## config.mk

```make
export PLATFORM = sky130hd
export DESIGN_NAME = pipe_stage_reg_flat
export DESIGN_NICKNAME = d
export VERILOG_FILES = /design/src/rtl/pipe_stage_reg_if.sv /design/src/rtl/pipe_stage_reg.sv /design/src/flat_wrapper.sv
export SDC_FILE = /design/constraint.sdc
export NUM_CORES = 1
export LEC_CHECK = 0
export ABC_AREA = 1
export BUFFER_PORTS_ARGS = -buffer_cell sky130_fd_sc_hd__buf_2
export CORE_UTILIZATION = 46
export DETAILED_ROUTE_END_ITERATION = 10
export HOLD_SLACK_MARGIN = 0.02
export PLACE_DENSITY = 0.79
export SYNTH_ARGS = -nofsm -noshare
export SYNTH_HDL_FRONTEND = slang
export SYNTH_SLANG_ARGS = --single-unit
export TNS_END_PERCENT = 5
```

## constraint.sdc

```tcl
create_clock -name clk -period 2.3 [get_ports clk]
set_input_delay 0.46 -clock clk [delete_from_list [all_inputs] [get_ports clk]]
set_output_delay 0.46 -clock clk [all_outputs]
set_load 0.005 [all_outputs]
```

## src/rtl/pipe_stage_reg_if.sv

```systemverilog
// Bus bundle for one pipe_stage_reg instance.
// Carries the core stall/flush controls, the upstream payload and exception
// side-band, and the registered outputs of the stage.
// The slave modport is the stage itself. The master modport is whatever drives
// the stage and consumes its outputs.
// The statistics counters exist only when PIPE_STAGE_STATS_EN is defined.
interface pipe_stage_reg_if #(
  parameter int DATA_W  = 64,
  parameter int STALL_W = 6,
  parameter int EXC_W   = 5
);

  logic [STALL_W-1:0] stall;
  logic               flush;

  logic [DATA_W-1:0]  data_i;
  logic               valid_i;
  logic               ds_i;
  logic [EXC_W-1:0]   exc_code_i;
  logic [31:0]        exc_epc_i;
  logic [31:0]        exc_badvaddr_i;

  logic [DATA_W-1:0]  data_o;
  logic               valid_o;
  logic               ds_o;
  logic [EXC_W-1:0]   exc_code_o;
  logic [31:0]        exc_epc_o;
  logic [31:0]        exc_badvaddr_o;
  logic               held_o;
  logic               hold_timeout_o;

`ifdef PIPE_STAGE_STATS_EN
  logic [31:0]        bubble_cnt_o;
  logic [31:0]        flush_cnt_o;
  logic [31:0]        hold_cnt_o;
`endif

  // Upstream side: drives controls and payload, observes the stage outputs
  modport master (
    output stall, flush,
    output data_i, valid_i, ds_i, exc_code_i, exc_epc_i, exc_badvaddr_i,
    input  data_o, valid_o, ds_o, exc_code_o, exc_epc_o, exc_badvaddr_o,
    input  held_o, hold_timeout_o
`ifdef PIPE_STAGE_STATS_EN
    ,
    input  bubble_cnt_o, flush_cnt_o, hold_cnt_o
`endif
  );

  // The pipeline register itself
  modport slave (
    input  stall, flush,
    input  data_i, valid_i, ds_i, exc_code_i, exc_epc_i, exc_badvaddr_i,
    output data_o, valid_o, ds_o, exc_code_o, exc_epc_o, exc_badvaddr_o,
    output held_o, hold_timeout_o
`ifdef PIPE_STAGE_STATS_EN
    ,
    output bubble_cnt_o, flush_cnt_o, hold_cnt_o
`endif
  );

endinterface

```

## src/rtl/pipe_stage_reg.sv

```systemverilog
// pipe_stage_reg: parametrised MiniMIPS32 inter-stage pipeline register.
// Registers an opaque payload, a valid bit, a delay-slot flag and the
// exception side-band between two pipeline stages.
// It obeys the core stall vector and flush, and tracks occupancy with an
// EMPTY/FULL/HELD state machine. A stuck-stall watchdog raises a sticky
// hold_timeout_o after HOLD_LIMIT consecutive hold cycles.
// Optional macro PIPE_STAGE_STATS_EN adds saturating bubble/flush/hold
// event counters.

`ifndef EXC_CODE_WIDTH
`define EXC_CODE_WIDTH 5
`endif

module pipe_stage_reg #(
  parameter int                  DATA_W      = 64,
  parameter int                  STALL_W     = 6,
  parameter int                  STAGE_IDX   = 2,
  parameter int                  EXC_W       = `EXC_CODE_WIDTH,
  parameter logic [EXC_W-1:0]    EXC_NONE    = '0,
  parameter logic [DATA_W-1:0]   BUBBLE_DATA = '0,
  parameter int                  HOLD_LIMIT  = 1023
) (
  input  logic          clk,
  input  logic          rst,
  pipe_stage_reg_if.slave bus
);

  // Occupancy states; kept as plain constants so downstream tools that
  // probe the state register see stable legacy codes.
  localparam logic [1:0] ST_EMPTY = 2'd0;
  localparam logic [1:0] ST_FULL  = 2'd1;
  localparam logic [1:0] ST_HELD  = 2'd2;

  // Per-edge action, resolved from flush and the two relevant stall bits.
  localparam logic [1:0] ACT_CLEAR  = 2'd0;
  localparam logic [1:0] ACT_BUBBLE = 2'd1;
  localparam logic [1:0] ACT_LOAD   = 2'd2;
  localparam logic [1:0] ACT_HOLD   = 2'd3;

  localparam logic [15:0] HOLD_MAX = 16'(HOLD_LIMIT);

  logic [1:0]        state_q;
  logic [1:0]        state_d;
  logic [1:0]        action;
  logic              stall_up;
  logic              stall_dn;
  logic              hold_step;
  logic [15:0]       hold_run_q;
  logic [15:0]       hold_run_inc;
  logic              timeout_q;

  logic [DATA_W-1:0] data_q;
  logic              ds_q;
  logic [EXC_W-1:0]  exc_code_q;
  logic [31:0]       exc_epc_q;
  logic [31:0]       exc_badvaddr_q;

  // Only two bits of the shared stall vector matter to this stage.
  logic              stall_unused;
  assign stall_unused = ^bus.stall;

  assign stall_up = bus.stall[STAGE_IDX];
  assign stall_dn = bus.stall[STAGE_IDX+1];

  // Resolve the action for this edge: flush beats everything. A stalled
  // upstream with a free downstream inserts a bubble. A running upstream
  // loads. Otherwise the stage holds its contents.
  always_comb begin
    action = ACT_HOLD;
    if (bus.flush) begin
      action = ACT_CLEAR;
    end else if (stall_up && !stall_dn) begin
      action = ACT_BUBBLE;
    end else if (!stall_up) begin
      action = ACT_LOAD;
    end
  end

  // A counted hold edge is one that leaves real contents parked in place;
  // holding an empty slot does not feed the watchdog.
  assign hold_step    = (action == ACT_HOLD) && (state_q != ST_EMPTY);
  assign hold_run_inc = (hold_run_q == HOLD_MAX) ? hold_run_q : hold_run_q + 16'd1;

  // Next occupancy state from the resolved action and incoming valid bit.
  always_comb begin
    state_d = state_q;
    case (action)
      ACT_CLEAR, ACT_BUBBLE: state_d = ST_EMPTY;
      ACT_LOAD:              state_d = bus.valid_i ? ST_FULL : ST_EMPTY;
      default:               state_d = (state_q == ST_EMPTY) ? ST_EMPTY : ST_HELD;
    endcase
  end

  // Occupancy state register
  always_ff @(posedge clk or negedge rst) begin
    if (!rst) begin
      state_q <= ST_EMPTY;
    end else begin
      state_q <= state_d;
    end
  end

  // Payload and side-band register; an invalid slot is scrubbed of its
  // exception code and delay-slot flag so it can never trap downstream.
  always_ff @(posedge clk or negedge rst) begin
    if (!rst) begin
      data_q         <= BUBBLE_DATA;
      ds_q           <= 1'b0;
      exc_code_q     <= EXC_NONE;
      exc_epc_q      <= 32'd0;
      exc_badvaddr_q <= 32'd0;
    end else begin
      case (action)
        ACT_CLEAR, ACT_BUBBLE: begin
          data_q         <= BUBBLE_DATA;
          ds_q           <= 1'b0;
          exc_code_q     <= EXC_NONE;
          exc_epc_q      <= 32'd0;
          exc_badvaddr_q <= 32'd0;
        end
        ACT_LOAD: begin
          data_q         <= bus.data_i;
          ds_q           <= bus.valid_i ? bus.ds_i : 1'b0;
          exc_code_q     <= bus.valid_i ? bus.exc_code_i : EXC_NONE;
          exc_epc_q      <= bus.exc_epc_i;
          exc_badvaddr_q <= bus.exc_badvaddr_i;
        end
        default: begin
          data_q         <= data_q;
          ds_q           <= ds_q;
          exc_code_q     <= exc_code_q;
          exc_epc_q      <= exc_epc_q;
          exc_badvaddr_q <= exc_badvaddr_q;
        end
      endcase
    end
  end

  // Consecutive-hold run length, saturating; any non-hold action restarts it
  always_ff @(posedge clk or negedge rst) begin
    if (!rst) begin
      hold_run_q <= 16'd0;
    end else if (action != ACT_HOLD) begin
      hold_run_q <= 16'd0;
    end else if (hold_step) begin
      hold_run_q <= hold_run_inc;
    end
  end

  // Sticky watchdog flag: set when the run reaches the limit, cleared only
  // by flush or reset so software can still see it after the pipe recovers
  always_ff @(posedge clk or negedge rst) begin
    if (!rst) begin
      timeout_q <= 1'b0;
    end else if (action == ACT_CLEAR) begin
      timeout_q <= 1'b0;
    end else if (hold_step && (hold_run_inc == HOLD_MAX)) begin
      timeout_q <= 1'b1;
    end
  end

`ifdef PIPE_STAGE_STATS_EN
  logic [31:0] bubble_cnt_q;
  logic [31:0] flush_cnt_q;
  logic [31:0] hold_cnt_q;

  // Saturating event counters for performance analysis
  always_ff @(posedge clk or negedge rst) begin
    if (!rst) begin
      bubble_cnt_q <= 32'd0;
      flush_cnt_q  <= 32'd0;
      hold_cnt_q   <= 32'd0;
    end else begin
      if (action == ACT_BUBBLE && bubble_cnt_q != 32'hFFFF_FFFF) begin
        bubble_cnt_q <= bubble_cnt_q + 32'd1;
      end
      if (action == ACT_CLEAR && flush_cnt_q != 32'hFFFF_FFFF) begin
        flush_cnt_q <= flush_cnt_q + 32'd1;
      end
      if (hold_step && hold_cnt_q != 32'hFFFF_FFFF) begin
        hold_cnt_q <= hold_cnt_q + 32'd1;
      end
    end
  end

  assign bus.bubble_cnt_o = bubble_cnt_q;
  assign bus.flush_cnt_o  = flush_cnt_q;
  assign bus.hold_cnt_o   = hold_cnt_q;
`endif

  assign bus.data_o         = data_q;
  assign bus.valid_o        = (state_q != ST_EMPTY);
  assign bus.ds_o           = ds_q;
  assign bus.exc_code_o     = exc_code_q;
  assign bus.exc_epc_o      = exc_epc_q;
  assign bus.exc_badvaddr_o = exc_badvaddr_q;
  assign bus.held_o         = (state_q == ST_HELD);
  assign bus.hold_timeout_o = timeout_q;

endmodule

```

## src/flat_wrapper.sv

```systemverilog
// flat-port wrapper written by rule: the top's interface ports become plain ports
module pipe_stage_reg_flat 
#(
  parameter int                  DATA_W      = 64,
  parameter int                  STALL_W     = 6,
  parameter int                  STAGE_IDX   = 2,
  parameter int                  EXC_W       = `EXC_CODE_WIDTH,
  parameter logic [EXC_W-1:0]    EXC_NONE    = '0,
  parameter logic [DATA_W-1:0]   BUBBLE_DATA = '0,
  parameter int                  HOLD_LIMIT  = 1023
)
  (clk, rst, bus_stall, bus_flush, bus_data_i, bus_valid_i, bus_ds_i, bus_exc_code_i, bus_exc_epc_i, bus_exc_badvaddr_i, bus_data_o, bus_valid_o, bus_ds_o, bus_exc_code_o, bus_exc_epc_o, bus_exc_badvaddr_o, bus_held_o, bus_hold_timeout_o);
  pipe_stage_reg_if #(.DATA_W(DATA_W), .STALL_W(STALL_W), .EXC_W(EXC_W)) bus_i ();
  input  logic clk;
  input  logic rst;
  input wire logic [$bits(bus_i.stall)-1:0] bus_stall;
  input wire logic [$bits(bus_i.flush)-1:0] bus_flush;
  input wire logic [$bits(bus_i.data_i)-1:0] bus_data_i;
  input wire logic [$bits(bus_i.valid_i)-1:0] bus_valid_i;
  input wire logic [$bits(bus_i.ds_i)-1:0] bus_ds_i;
  input wire logic [$bits(bus_i.exc_code_i)-1:0] bus_exc_code_i;
  input wire logic [$bits(bus_i.exc_epc_i)-1:0] bus_exc_epc_i;
  input wire logic [$bits(bus_i.exc_badvaddr_i)-1:0] bus_exc_badvaddr_i;
  output wire logic [$bits(bus_i.data_o)-1:0] bus_data_o;
  output wire logic [$bits(bus_i.valid_o)-1:0] bus_valid_o;
  output wire logic [$bits(bus_i.ds_o)-1:0] bus_ds_o;
  output wire logic [$bits(bus_i.exc_code_o)-1:0] bus_exc_code_o;
  output wire logic [$bits(bus_i.exc_epc_o)-1:0] bus_exc_epc_o;
  output wire logic [$bits(bus_i.exc_badvaddr_o)-1:0] bus_exc_badvaddr_o;
  output wire logic [$bits(bus_i.held_o)-1:0] bus_held_o;
  output wire logic [$bits(bus_i.hold_timeout_o)-1:0] bus_hold_timeout_o;
  assign bus_i.stall = bus_stall;
  assign bus_i.flush = bus_flush;
  assign bus_i.data_i = bus_data_i;
  assign bus_i.valid_i = bus_valid_i;
  assign bus_i.ds_i = bus_ds_i;
  assign bus_i.exc_code_i = bus_exc_code_i;
  assign bus_i.exc_epc_i = bus_exc_epc_i;
  assign bus_i.exc_badvaddr_i = bus_exc_badvaddr_i;
  assign bus_data_o = bus_i.data_o;
  assign bus_valid_o = bus_i.valid_o;
  assign bus_ds_o = bus_i.ds_o;
  assign bus_exc_code_o = bus_i.exc_code_o;
  assign bus_exc_epc_o = bus_i.exc_epc_o;
  assign bus_exc_badvaddr_o = bus_i.exc_badvaddr_o;
  assign bus_held_o = bus_i.held_o;
  assign bus_hold_timeout_o = bus_i.hold_timeout_o;
  pipe_stage_reg #(.DATA_W(DATA_W), .STALL_W(STALL_W), .STAGE_IDX(STAGE_IDX), .EXC_W(EXC_W), .EXC_NONE(EXC_NONE), .BUBBLE_DATA(BUBBLE_DATA), .HOLD_LIMIT(HOLD_LIMIT)) u_core (.clk(clk), .rst(rst), .bus(bus_i));
endmodule
```

# Word level (Yosys, flattened, before mapping)
# Index checks and enable logic that the tools add are counted.
totals:
  ff_bits: 153
  wordCells: 45
  in_bits: 144
op_classes:
  n_mux: 18
  n_addsub: 1
  n_eq_ne: 7
  reduce_logical: 11
ops:
  columns: ["op", "count"]
  rows:
  - ["case mux 32 bit (2 select lines)", 2]
  - ["case mux 64 bit (2 select lines)", 1]
  - ["two-way mux 16 bit", 3]
  - ["== test 16 x 10 -> 1 bit, second input constant", 2]
  - ["adder 16 x 1 -> 16 bit, second input constant", 1]
  - ["case mux 5 bit (2 select lines)", 1]
  - ["nonzero test 2 bit", 4]
  - ["== test 2 bit, second input constant", 3]
  - ["two-way mux 2 bit", 3]
  - ["two-way mux 1 bit", 5]
  - ["two-way mux 5 bit", 1]
  - ["zero test 2 bit", 2]
  - ["case mux 2 bit (2 select lines)", 1]
  - ["logical AND 1 bit", 3]
  - ["== test 2 x 1 -> 1 bit, second input constant", 1]
  - ["!= test 2 bit, second input constant", 1]
  - ["case mux 1 bit (2 select lines)", 1]
  - ["OR reduction 2 bit", 1]
  - ["zero test 1 bit", 1]

# Logic depth before layout (Yosys ltp)
depth:
  word_depth: 9
  depth_mapped: 13
  ltp_nobuf: 12

# Worst setup path after synthesis
# OpenSTA, ideal clock, no wires.
synth_timing:
  kind: "register to register"
  from: "register u_core.hold_run_q[0]"
  to: "register u_core.timeout_q (netlist: u_core.bus.hold_timeout_o)"
  setup_slack_ps: 725
  arrival_ps: 1501
  t_required_ps: 2226
  setup_ps: 74
  stages_incl_launch_ff: 13
  path_cell_list: "dfrtp_1 ha_1 nand2_2 nor2_4 nand2_2 inv_2 nand2_2 buf_6 o21ai_4 nand3_2 nor2_1 nand3_1 o21ai_2"
synth_via:
  elab_chain_cells: 5
  word_cells_on_any_way: 6
synth_rtl:
  columns: ["element", "line", "text"]
  rows:
  - ["from (decl)", "pipe_stage_reg.sv:48", "logic [15:0] hold_run_q;"]
  - ["from (signal assigned)", "pipe_stage_reg.sv:146", "hold_run_q <= hold_run_inc;"]
  - ["adder 16 x 1 -> 16 bit or == test 16 x 10 -> 1 bit (tied branches)", "pipe_stage_reg.sv:82", "assign hold_run_inc = (hold_run_q == HOLD_MAX) ? hold_run_q : hold_run_q + 16'd1;"]
  - ["two-way mux 16 bit *", "pipe_stage_reg.sv:82", null]
  - ["== test 16 x 10 -> 1 bit *", "pipe_stage_reg.sv:157", "end else if (hold_step && (hold_run_inc == HOLD_MAX)) begin"]
  - ["logical AND 1 bit *", "pipe_stage_reg.sv:157", null]
  - ["nonzero test 2 bit (no source line) *", null, null]
  - ["to (signal assigned)", "pipe_stage_reg.sv:154", "timeout_q <= 1'b0;"]
  - ["to (signal assigned)", "pipe_stage_reg.sv:156", "timeout_q <= 1'b0;"]
  - ["to (signal assigned)", "pipe_stage_reg.sv:158", "timeout_q <= 1'b1;"]
  - ["to (decl)", "pipe_stage_reg.sv:50", "logic timeout_q;"]
# Every way passes the cells marked *; elsewhere a longest branch is shown, timed or not.
# A chain may end at the register's enable or synchronous reset.

# Final worst setup path
layout_timing:
  from: "register u_core.hold_run_q[1]"
  to: "register u_core.timeout_q (netlist: u_core.bus.hold_timeout_o)"
# Same word-level chain as after synthesis.

==> flow_metrics.tcl <==
set metrics [dict create \
    crit_arrival_ns 2.25 \
    clk_latency_ns 0.41 \
    dp_cells 920 \
    grtUsageTotal_pct 23.2 \
    reg2reg_depth 12 \
    routed_wl_um 15700 \
    yosys.area.top_type_share_pct 64.4 \
    worstPathBufferInverterCount 2 \
    cp-end-kind "register" \
    grt_pass1_vias 4772 \
    netlist_instances 494 \
    yosysUniqueCellTypes 28 \
    ios 281 \
    ys_seq_area_share_pct 64.4 \
    synth.cell_area_mm2 0.00594 \
    antenna_found_initial 0 \
    final_util_pct 64.5 \
    row_count 41 \
    synth_area_leaders "dfrtp_1 (64%), a22o_1 (20%), nand2_1 (3.9%), nor2_1 (1.5%), inv_1 (1.5%)" \
    max-slew-margin-rel_pct 61.3 \
    dieHeight_um 116 \
    die_w_um 116 \
    wl_per_cell_um 16.5 \
    clkSlewWorstSetupHoldPaths_ns 0.07 \
    hold_buffers 1 \
    first_iter_violations 293 \
    drt_pass1_iterations 4 \
    setup_tns_ns 0 \
    power-per-cell-area_mw_per_mm2 754 \
    syn_nets 639 \
    cts_buffer_depth 2 \
    ant_nets 0 \
    hold_violations 0 \
    finalMaxSlewViolations 0 \
    vias 5028 \
    cts_setup_buffers 0 \
    min_from "bus_exc_badvaddr_i[5]" \
    hold_path_depth 2 \
    ys_ff_latch 153 \
    worst_pin_slew_ns 0.581 \
    cp.required_ns 2.64 \
    cp_cell_sequence "ha_1, nand2_2, nor2_4, nand2_2, inv_2, nand2_2, inv_1, o21bai_1, nand2_1, nor2_1, nand3_1, o21ai_2" \
    crit_path_max_fanout 12 \
    p_leak_nw 4.41 \
    antenna_cells 0 \
    final_cell_area_mm2 0.00814 \
    grt_max_degree 90 \
    regToRegSetupSlack_ns 0.39 \
    area_growth_pct 37.1 \
    root_buffer "clkbuf_16" \
    final_common_cell "buf_2" \
    place_hpwl_um 10900 \
    setup-violations-final 0 \
    postCtsResizedCells 0 \
    slowest_delay_ns 0.40 \
    min_path_type "primary input to register" \
    drcViolationCount 0 \
    ir_drop_mv 0.523 \
    grt_pass1_wl_um 23800 \
    critPathTopFamily "simple AND/OR/NAND/NOR gates" \
    syn_avg_cell_area_um2 12.0 \
    worstSetupPathType "register to register" \
    path_depth 12 \
    finClkSkew_ns 0.00602 \
    routed_via_density 5.28 \
    htree_num_levels 4 \
    final_nets 913 \
    critPathSlowestCell "dfrtp_1" \
    finalCriticalPeriod_ns 1.91 \
    die_area_mm2 0.0134 \
    fp.coreArea_mm2 0.0126 \
    layout_common_cells "buf_2 (275), dfrtp_1 (153), a22o_1 (134)" \
    yosys_warnings 0 \
    place_area_mm2 0.00755 \
    gp_congestion 0.902 \
    crit_path_start_kind "register" \
    max_freq_mhz 523 \
    holdPathEnd "u_core.bus.exc_badvaddr_o[5]$_DFFE_PN0P_" \
    cts_made_buffers 17 \
    worstReg2RegStart "u_core.hold_run_q[1]$_DFFE_PN0P_" \
    drive_gt1_share_pct 42.8 \
    rsz0062_at_grt "false" \
    io_buffer_count 276 \
    reg2reg_to "u_core.bus.hold_timeout_o$_DFFE_PN0P_" \
    overflow 0 \
    finalCritPeriodShare_pct 83.1 \
    status "complete, no violations" \
    yosysTopAreaCell "dfrtp_1" \
    cts.sinks 153 \
    cts_tree "built" \
    crit_path_frequent_cell "nand2_2" \
    cap_viol_max_count 0 \
    start_util_pct 47.1 \
    p_total_mw 6.14 \
    final_cell_count_no_fill 953 \
]
## synth_stat cells
library cell	instances
buf_2	1
or2_2	1
nand3_2	1
nand4_1	5
nand3_1	14
inv_1	23
a22o_1	134
nor3_1	1
nor2_1	24
xor2_1	2
a21oi_1	4
nand2_2	5
buf_6	1
buf_1	7
o21ai_4	1
nor2_4	2
o21ai_1	2
nor2_2	2
clkbuf_1	22
o21ai_2	1
ha_1	1
a31o_2	1
o21bai_1	1
dfrtp_1	153
o21ai_0	16
o22ai_1	3
nand2_1	62
inv_2	4
## area by class of cell
cell class / instances / area [um^2]
fill: 1043 / 4480
sequential: 153 / 3830
multi-input combinational: 283 / 1890
timing repair buffer: 286 / 1520
clock buffer: 20 / 447
tap: 172 / 215
clock inverter: 12 / 140
inverter: 27 / 104
## per-layer routing
metal  GRT usage, %  vias to the layer above  part of all wire [%]
li1               -                     2324                     -
met1           29.4                     2470                    41
met2           38.6                      211                    51
met3           6.07                       23                   6.0
met4           8.38                        0                   1.7
met5              0                        -                     0
## sequential cells by signal, summed over array words and instances, names as in the netlist
name	cells
u_core.bus.data_o	64
u_core.bus.ds_o	1
u_core.bus.exc_badvaddr_o	32
u_core.bus.exc_code_o	5
u_core.bus.exc_epc_o	32
u_core.bus.hold_timeout_o	1
u_core.hold_run_q	16
u_core.state_q	2
## worst max-delay path by stage
stage	startpoint	to	slack [ns]
after floorplan	u_core.hold_run_q[0]$_DFFE_PN0P_	u_core.bus.hold_timeout_o$_DFFE_PN0P_	0.72
after global routing	u_core.hold_run_q[1]$_DFFE_PN0P_	u_core.bus.hold_timeout_o$_DFFE_PN0P_	0.22
final	u_core.hold_run_q[1]$_DFFE_PN0P_	u_core.bus.hold_timeout_o$_DFFE_PN0P_	0.39
after CTS	u_core.hold_run_q[1]$_DFFE_PN0P_	u_core.bus.hold_timeout_o$_DFFE_PN0P_	0.40
after global placement	u_core.hold_run_q[0]$_DFFE_PN0P_	u_core.bus.hold_timeout_o$_DFFE_PN0P_	0.49
after detailed placement	u_core.hold_run_q[1]$_DFFE_PN0P_	u_core.bus.hold_timeout_o$_DFFE_PN0P_	0.40
## logic make-up (layout without fill, tap and decap cells)
kind of cell,after synthesis,after routing,share of synthesized area (%)
compound gates,163,163,22.6
flops,153,153,64.4
simple gates,117,117,8.61
buf+inv,58,345,3.81
xor+xnor,2,2,0.295
fa+ha+maj,1,1,0.211
## report_power, final
part	internal, mW	switching, mW
Clock	1.64	1.11
Sequential	2.80	0.0646
Combinational	0.263	0.252
## per-stage QoR
step / hold slack, ns / setup WS, ns
after floorplan: 0.164 / 0.725
after global placement: 0.429 / 0.487
after detailed placement: 0.432 / 0.403
after CTS: 0.248 / 0.396
after global routing: 0.249 / 0.217
final: 0.260 / 0.388
Power figures use the tool's default switching activity.
